<file path="src/rtl/mul_issue_ctrl.sv">
// Issue/retire controller in front of the sequential 16x16 multiplier.
// Launches M-extension multiplies, waits on the multiplier hold, and caches the last result.
module mul_issue_ctrl #(
    parameter bit CACHE_EN = 1'b1
) (
    input  logic        clk,
    input  logic        reset_n,
    input  logic        stall,
    input  logic        flush_i,
    input  logic        req_valid_i,
    output logic        req_ready_o,
    input  logic [2:0]  funct3_i,
    input  logic [31:0] rs1_i,
    input  logic [31:0] rs2_i,
    input  logic [4:0]  rd_i,
    output logic        rsp_valid_o,
    output logic [4:0]  rsp_rd_o,
    output logic [31:0] rsp_data_o,
    output logic        busy_o,
    output logic        mul_enable_o,
    output logic [31:0] mul_first_o,
    output logic [31:0] mul_second_o,
    output logic [1:0]  mul_signed_mode_o,
    output logic        mul_low_o,
    output logic        mul_single_cycle_o,
    input  logic        mul_hold_i,
    input  logic [31:0] mul_result_i
);

    localparam logic [3:0] ST_IDLE   = 4'b0001;
    localparam logic [3:0] ST_LAUNCH = 4'b0010;
    localparam logic [3:0] ST_WAIT   = 4'b0100;
    localparam logic [3:0] ST_RESP   = 4'b1000;

    // bit 0: first operand signed, bit 1: second operand signed
    function automatic logic [1:0] mode_of(input logic [1:0] f);
        logic [1:0] m;
        case (f)
            2'b01:   m = 2'b11;
            2'b10:   m = 2'b01;
            default: m = 2'b00;
        endcase
        return m;
    endfunction

    logic [3:0]  state_q, state_d;
    logic        ready_q, ready_d;
    logic        busy_q, busy_d;
    logic        mul_enable_q, mul_enable_d;
    logic        rsp_valid_q, rsp_valid_d;
    logic [4:0]  rsp_rd_q, rsp_rd_d;
    logic [31:0] rsp_data_q, rsp_data_d;
    logic [31:0] mul_first_q, mul_first_d;
    logic [31:0] mul_second_q, mul_second_d;
    logic [1:0]  mode_q, mode_d;
    logic        low_q, low_d;
    logic        single_q, single_d;
    logic [1:0]  funct_q, funct_d;
    logic        cache_valid_q, cache_valid_d;
    logic [65:0] cache_key_q, cache_key_d;
    logic [31:0] cache_data_q, cache_data_d;

    logic        accept_s;
    logic        hit_s;
    logic        unused_funct3_s;

    assign unused_funct3_s = funct3_i[2];

    assign req_ready_o        = ready_q && !stall && !flush_i;
    assign busy_o             = busy_q;
    assign mul_enable_o       = mul_enable_q;
    assign rsp_valid_o        = rsp_valid_q;
    assign rsp_rd_o           = rsp_rd_q;
    assign rsp_data_o         = rsp_data_q;
    assign mul_first_o        = mul_first_q;
    assign mul_second_o       = mul_second_q;
    assign mul_signed_mode_o  = mode_q;
    assign mul_low_o          = low_q;
    assign mul_single_cycle_o = single_q;

    // Acceptance and cache lookup against the incoming request
    always_comb begin
        accept_s = req_valid_i && req_ready_o;
        hit_s    = CACHE_EN && cache_valid_q &&
                   (cache_key_q == {funct3_i[1:0], rs1_i, rs2_i});
    end

    // Next-state and datapath update; flush beats stall, stall freezes everything
    always_comb begin
        state_d       = state_q;
        rsp_rd_d      = rsp_rd_q;
        rsp_data_d    = rsp_data_q;
        mul_first_d   = mul_first_q;
        mul_second_d  = mul_second_q;
        mode_d        = mode_q;
        low_d         = low_q;
        single_d      = single_q;
        funct_d       = funct_q;
        cache_valid_d = cache_valid_q;
        cache_key_d   = cache_key_q;
        cache_data_d  = cache_data_q;

        if (flush_i) begin
            state_d       = ST_IDLE;
            cache_valid_d = 1'b0;
        end else if (!stall) begin
            case (state_q)
                ST_IDLE: begin
                    if (accept_s) begin
                        funct_d      = funct3_i[1:0];
                        mul_first_d  = rs1_i;
                        mul_second_d = rs2_i;
                        rsp_rd_d     = rd_i;
                        mode_d       = mode_of(funct3_i[1:0]);
                        low_d        = (funct3_i[1:0] == 2'b00);
                        single_d     = (funct3_i[1:0] == 2'b00) &&
                                       (rs1_i[31:16] == 16'h0000) &&
                                       (rs2_i[31:16] == 16'h0000);
                        if (hit_s) begin
                            rsp_data_d = cache_data_q;
                            state_d    = ST_RESP;
                        end else begin
                            state_d    = ST_LAUNCH;
                        end
                    end else begin
                        state_d = ST_IDLE;
                    end
                end
                // multiplier is still idle here, so its hold is meaningless
                ST_LAUNCH: state_d = ST_WAIT;
                ST_WAIT: begin
                    if (!mul_hold_i) begin
                        rsp_data_d    = mul_result_i;
                        cache_key_d   = {funct_q, mul_first_q, mul_second_q};
                        cache_data_d  = mul_result_i;
                        cache_valid_d = CACHE_EN;
                        state_d       = ST_RESP;
                    end else begin
                        state_d = ST_WAIT;
                    end
                end
                ST_RESP: state_d = ST_IDLE;
                default: begin
                    state_d       = ST_IDLE;
                    cache_valid_d = 1'b0;
                end
            endcase
        end else begin
            state_d = state_q;
        end

        // all status outputs are registered decodes of the next state
        ready_d      = (state_d == ST_IDLE);
        busy_d       = (state_d != ST_IDLE);
        mul_enable_d = (state_d == ST_LAUNCH) || (state_d == ST_WAIT);
        rsp_valid_d  = (state_d == ST_RESP);
    end

    // State and datapath registers
    always_ff @(posedge clk or negedge reset_n) begin
        if (!reset_n) begin
            state_q       <= ST_IDLE;
            ready_q       <= 1'b0;
            busy_q        <= 1'b0;
            mul_enable_q  <= 1'b0;
            rsp_valid_q   <= 1'b0;
            rsp_rd_q      <= 5'd0;
            rsp_data_q    <= 32'h0000_0000;
            mul_first_q   <= 32'h0000_0000;
            mul_second_q  <= 32'h0000_0000;
            mode_q        <= 2'b00;
            low_q         <= 1'b0;
            single_q      <= 1'b0;
            funct_q       <= 2'b00;
            cache_valid_q <= 1'b0;
            cache_key_q   <= 66'd0;
            cache_data_q  <= 32'h0000_0000;
        end else begin
            state_q       <= state_d;
            ready_q       <= ready_d;
            busy_q        <= busy_d;
            mul_enable_q  <= mul_enable_d;
            rsp_valid_q   <= rsp_valid_d;
            rsp_rd_q      <= rsp_rd_d;
            rsp_data_q    <= rsp_data_d;
            mul_first_q   <= mul_first_d;
            mul_second_q  <= mul_second_d;
            mode_q        <= mode_d;
            low_q         <= low_d;
            single_q      <= single_d;
            funct_q       <= funct_d;
            cache_valid_q <= cache_valid_d;
            cache_key_q   <= cache_key_d;
            cache_data_q  <= cache_data_d;
        end
    end

endmodule

</file>
<file path="config.mk">
export PLATFORM = sky130hd
export DESIGN_NAME = mul_issue_ctrl
export DESIGN_NICKNAME = d
export VERILOG_FILES = /design/src/rtl/mul_issue_ctrl.sv
export SDC_FILE = /design/constraint.sdc
export NUM_CORES = 1
export LEC_CHECK = 0
export ABC_AREA = 1
export CAP_MARGIN = 5
export CELL_PAD_IN_SITES_DETAIL_PLACEMENT = 1
export CELL_PAD_IN_SITES_GLOBAL_PLACEMENT = 1
export CORE_MARGIN = 2
export CORE_UTILIZATION = 40
export CTS_CLUSTER_SIZE = 8
export DETAILED_ROUTE_END_ITERATION = 12
export PLACE_DENSITY = 0.91
export RECOVER_POWER = 25
export SLEW_MARGIN = 20
export SYNTH_ARGS = -nofsm -noshare
export SYNTH_HDL_FRONTEND = slang
export SYNTH_SLANG_ARGS = --single-unit
</file>
<file path="constraint.sdc">
create_clock -name clk -period 2.7 [get_ports clk]
set_clock_uncertainty 0.15 [all_clocks]
set_input_delay 0.27 -clock clk [delete_from_list [all_inputs] [get_ports clk]]
set_output_delay 0.27 -clock clk [all_outputs]
set_load 0.05 [all_outputs]
</file>
Word level (Yosys, flattened, before mapping)
Cells that the tools add are included.
{"block": "totals", "input_bits": 110, "word_cells": 70, "regBits": 214, "output_inout_bits": 109}
{"block": "classes", "muxes": 15, "n_bitwise": 3, "reduce_logical": 18, "eq_ne": 18}
{"operator": "$mux 32", "count": 3}
{"operator": "$eq 66x66->1", "count": 1}
{"operator": "$pmux 32 s2", "count": 1}
{"operator": "$logic_not 16->1", "count": 2}
{"operator": "$mux 4", "count": 5}
{"operator": "$pmux 4 s3", "count": 1}
{"operator": "$eq 4x1->1 const B", "count": 2}
{"operator": "$eq 4x2->1 const B", "count": 2}
{"operator": "$eq 4x3->1 const B", "count": 2}
{"operator": "$eq 4x4->1 const B", "count": 2}
{"operator": "$reduce_and 4->1", "count": 2}
{"operator": "$logic_and 1x1->1", "count": 6}
{"operator": "$ne 2x2->1 const B", "count": 3}
{"operator": "$reduce_and 6->1", "count": 1}
{"operator": "$ne 2x1->1 const B", "count": 2}
{"operator": "$ne 4x1->1 const B", "count": 1}
{"operator": "$pmux 2 s2", "count": 1}
{"operator": "$mux 1", "count": 3}
{"operator": "$ne 3x3->1 const B", "count": 1}
{"operator": "$not 1->1", "count": 3}
{"operator": "$reduce_and 3->1", "count": 1}
{"operator": "$reduce_or 3->1", "count": 1}
{"operator": "$eq 2x1->1 const B", "count": 1}
{"operator": "$eq 2x2->1 const B", "count": 1}
{"operator": "other kinds (5)", "count": 6}

Longest topological paths before layout
{"block": "logic_depth", "ltp_word": 10, "depth_mapped": 15}

Worst setup path before layout
No wires, ideal clock.
{"block": "synth_timing", "kind": "input port to flip-flop", "startpoint": "input port flush_i", "endpoint": "register rsp_data_q[0] (netlist: rsp_data_o[0])", "required_time_ns": 2.432, "setup_slack_ns": 0.828, "path_buffers": 1, "t_arrival_ns": 1.604, "path_stages": 11, "cell_sequence": "nor2_4 inv_2 nor2_4 nand2_1 nand2_1 inv_2 nor4_4 nand2_4 buf_2 nand2_1 nand2_1"}
{"block": "synth_between", "elab_chain_len": 5}
{"item": "start, declared", "line_no": "9", "text": "input logic flush_i,"}
{"item": "$logic_not 1->1", "line_no": "69", "text": "assign req_ready_o = ready_q && !stall && !flush_i;"}
{"item": "$logic_and 1x1->1", "line_no": "69"}
{"item": "via req_ready_o", "line_no": "11", "text": "output logic req_ready_o,"}
{"item": "$logic_and 1x1->1", "line_no": "83", "text": "accept_s = req_valid_i && req_ready_o;"}
{"item": "$ne 2x2->1 (no source line)"}
{"item": "$reduce_and 6->1 (no source line)"}
{"item": "end signal, assigned", "line_no": "185", "text": "rsp_data_q <= rsp_data_d;"}
{"item": "end, declared", "line_no": "52", "text": "logic [31:0] rsp_data_q, rsp_data_d;"}
The timed path passes the listed nets, and every way through them passes these cells.
A chain may end at the register's enable or synchronous reset.

Final worst setup path
{"block": "layout_timing", "startpoint": "register cache_key_q[7]", "endpoint": "register rsp_data_q[30] (netlist: rsp_data_o[30])"}
{"block": "layout_between", "elab_chain_len": 4}
{"item": "start, declared", "line_no": "60", "text": "logic [65:0] cache_key_q, cache_key_d;"}
{"item": "start signal, assigned", "line_no": "193", "text": "cache_key_q <= cache_key_d;"}
{"item": "$eq 66x66->1", "line_no": "85", "text": "(cache_key_q == {funct3_i[1:0], rs1_i, rs2_i});"}
{"item": "$logic_and 1x1->1", "line_no": "84", "text": "hit_s = CACHE_EN && cache_valid_q &&"}
{"item": "$ne 2x2->1 (no source line)"}
{"item": "$reduce_and 6->1 (no source line)"}
No other way between the ends.

==> impl_metrics.env <==
export IMPL_path_class="reg -> reg"
export IMPL_grt_first_pass_wirelength_mm=49.3
export IMPL_gr_usage_all_layers=0.238
export IMPL_numCtsBuffers=30
export IMPL_syn_nets=1339
export IMPL_rows=57
export IMPL_io_pins=219
export IMPL_crit_fanout=32
export IMPL_cts_max_level=1
export IMPL_synth_distinct_cells=33
export IMPL_die_y_um=160
export IMPL_first_pass_iters=4
export IMPL_core_area_sq_um=24100
export IMPL_maxCapViolations=1
export IMPL_place_gp_congestion=0.789
export IMPL_synthSimpleGateAreaFrac=0.222
export IMPL_syn_inst=1227
export IMPL_synth_top_family_by_area="simple AND/OR/NAND/NOR gates"
export IMPL_drt_vias_per_instance=4.86
export IMPL_synthAdderAreaFrac=0.00257
export IMPL_ant_nets=0
export IMPL_hpwl_mm=20.9
export IMPL_hold_class="in -> reg"
export IMPL_crit_required_ns=3.01
export IMPL_clockBufferDepth=3
export IMPL_finalCritPeriodShare=0.823
export IMPL_fin_crit_ns=2.22
export IMPL_drive_gt1_frac=0.0509
export IMPL_drt_total_wl_mm=30.1
export IMPL_nNetsFinal=1556
export IMPL_synth_compound_area_share=0.110
export IMPL_synthXorXnorAreaFrac=0.0153
export IMPL_fin_tns_setup_ns=0
export IMPL_cts_root_buf="clkbuf_16"
export IMPL_slew_violations=64
export IMPL_violations="capacitance limit, slew limit"
export IMPL_clock_fmax_mhz=450
export IMPL_p_leak_nw=6.30
export IMPL_cts_reportedPaths_clkPinSlew_ns=0.05
export IMPL_power_density_nw_per_um2=780
export IMPL_cts_tree="built"
export IMPL_worstSkewPairLatency_ns=0.54
export IMPL_syn_area_sq_um=9720
export IMPL_grt_pass1_vias=9518
export IMPL_post_cts_buffers=0
export IMPL_ys_seq_elements=214
export IMPL_critPathLaunchType="flop"
export IMPL_status="finished, violations left"
export IMPL_grt_antenna_before_repair=0
export IMPL_cp_arrival_ns=2.54
export IMPL_num_antenna_cells=0
export IMPL_grt_max_degree=71
export IMPL_clock_sinks=214
export IMPL_start_util=0.403
export IMPL_fp_dieArea_sq_um=25600
export IMPL_post_drt_wl_per_cell_um=16.9
export IMPL_syn_avg_cell_area_sq_um=7.92
export IMPL_overflow=0
export IMPL_drt_iter0_markers=466
export IMPL_ir_drop_uv=441
export IMPL_area_growth_pct=35.0
export IMPL_die_w_um=160
export IMPL_io_buffers=217
export IMPL_muxShareOfSynthArea=0
export IMPL_grt_setup_unrepaired="false"
export IMPL_vias=8640
export IMPL_yosysSeqAreaShare=0.551
export IMPL_setup_viol=0
export IMPL_power_w=0.0102
export IMPL_slew_headroom=-0.240
export IMPL_tightest_slew_ns=1.86
export IMPL_hold_viol_final=0
export IMPL_cp_end_kind="flop"
export IMPL_yosysWarnings=0
export IMPL_route_detailed_drc=0
## layout make-up
class / instances / area (sq um)
Clock buffer: 43 / 831
Tap cell: 324 / 405
Timing Repair Buffer: 234 / 2380
Fill cell: 2904 / 11000
Sequential cell: 214 / 5360
Inverter: 194 / 731
Multi-Input combinational cell: 770 / 3420
## cells by family (layout without fill, tap and decap cells)
kind of cell | after synthesis | after routing
AND/OR/NAND/NOR | 539 | 539
XOR/XNOR | 17 | 17
adder cells (fa/ha/maj) | 2 | 2
flip-flops | 214 | 214
buffers and inverters | 243 | 471
AO/OA/AOI/OAI | 212 | 212
## stage by stage
stage / area (sq um) / cells / utilization / hold WS (ns) / setup slack [ns]
5_1_grt: 13100 / 1779 / 0.544 / 0.134 / 0.137
3_5_place_dp: 12300 / 1735 / 0.510 / 0.129 / 0.0472
3_3_place_gp: 12300 / 1735 / 0.510 / 0.118 / 0.106
6_report: 13100 / 1779 / 0.544 / 0.140 / 0.477
2_1_floorplan: 9720 / 1227 / - / -0.176 / 0.828
4_1_cts: 13100 / 1779 / 0.545 / 0.120 / 0.417
## cells in the mapped netlist
cell type  number  area (sq um)
ha_1            2          25.0
dfrtp_1       213          5330
o21ai_1         3          15.0
o31ai_1         1          7.51
inv_1         186           698
or2_2           7          43.8
nor3_2          1          10.0
buf_1           3          11.3
a31oi_1         1          6.26
nand2_4         1          11.3
nor4_1          7          43.8
a22oi_1         1          7.51
nand2_1       441          1660
dfstp_2         1          26.3
clkinv_1        1          3.75
xnor2_1        16           140
clkbuf_1       23          86.3
xor2_1          1          8.76
nor2_1         55           206
nor3_1          1          5.00
inv_4           1          6.26
nand3b_1        2          15.0
o22ai_1         2          12.5
a21oi_1         1          5.00
o21ai_2         1          8.76
buf_6           3          33.8
buf_2          20           100
o21ai_0       202          1010
inv_2           6          22.5
nor4_4          1          21.3
nand3_1        13          65.1
nand4_1         7          43.8
nor2_4          3          33.8
## flip-flops by register name, summed over array words and instances, names as in the netlist
signal,flops
mul_signed_mode_o,2
busy_o,1
mul_single_cycle_o,1
ready_q,1
rsp_rd_o,5
cache_data_q,32
mul_low_o,1
cache_valid_q,1
funct_q,2
mul_first_o,32
cache_key_q,66
mul_enable_o,1
rsp_valid_o,1
state_q,4
mul_second_o,32
rsp_data_o,32
## final timing paths
check                                   endpoint  cells after the start  slack [ns]      startpoint
worst max register to register    rsp_data_o[30]                     13        0.48  cache_key_q[7]
worst min-delay path                 rsp_rd_o[2]                      3        0.14         rd_i[2]
worst max-delay path              rsp_data_o[30]                     13        0.48  cache_key_q[7]
worst min register to register         mul_low_o                      2        0.33       mul_low_o
min in group asynchronous       mul_second_o[26]                      2        0.63         reset_n
max in group asynchronous        mul_second_o[8]                      3        0.57         reset_n
## routing by layer
layer	GRT usage	vias to the layer above	routed length [um]
met5	0	-	0
met4	0.0586	0	743
met3	0.0556	54	1710
met2	0.429	226	15200
met1	0.288	4188	12400
li1	-	4172	-
## where the power goes
group,leakage (nW),internal [W],switching [W]
sequential,2.84,0.00360,0.000240
clock,0.402,0.00208,0.00135
combinational,3.06,0.000942,0.00204
## cell usage in the layout (no fill, tap or decap), drive strengths merged
| master | count |
|---|---|
| a22oi | 1 |
| buf | 17 |
| dlygate4sd3 | 1 |
| clkdlybuf4s50 | 215 |
| o21ai | 206 |
| nand2 | 442 |
| o31ai | 1 |
| nor3 | 2 |
| xnor2 | 16 |
| or2 | 7 |
| xor2 | 1 |
| clkbuf | 44 |
| inv | 193 |
| nand3 | 13 |
| a31oi | 1 |
| clkinv | 1 |
| ha | 2 |
| nand4 | 7 |
| nand3b | 2 |
| o22ai | 2 |
| dfrtp | 213 |
| a21oi | 1 |
| dfstp | 1 |
| nor2 | 58 |
| nor4 | 8 |
## worst max-delay path, stage by stage (launching register included)
cell     delay (ns)
dfrtp_1        0.40
nand2_1        0.09
nand2_1        0.07
inv_1          0.05
nand2_1        0.06
nor2_1         0.13
nand3_1        0.14
nor2_1         0.20
nand3_1        0.16
nand2_1        0.13
nand2_4        0.08
inv_4          0.29
nand2_1        0.10
nand2_1        0.08
## timing repair
action	CTS	global route
gates resized for setup	0	0
endpoints found under the hold margin	62	0
hold buffers	1	0
No activity file was read; power rests on OpenSTA's default activity.
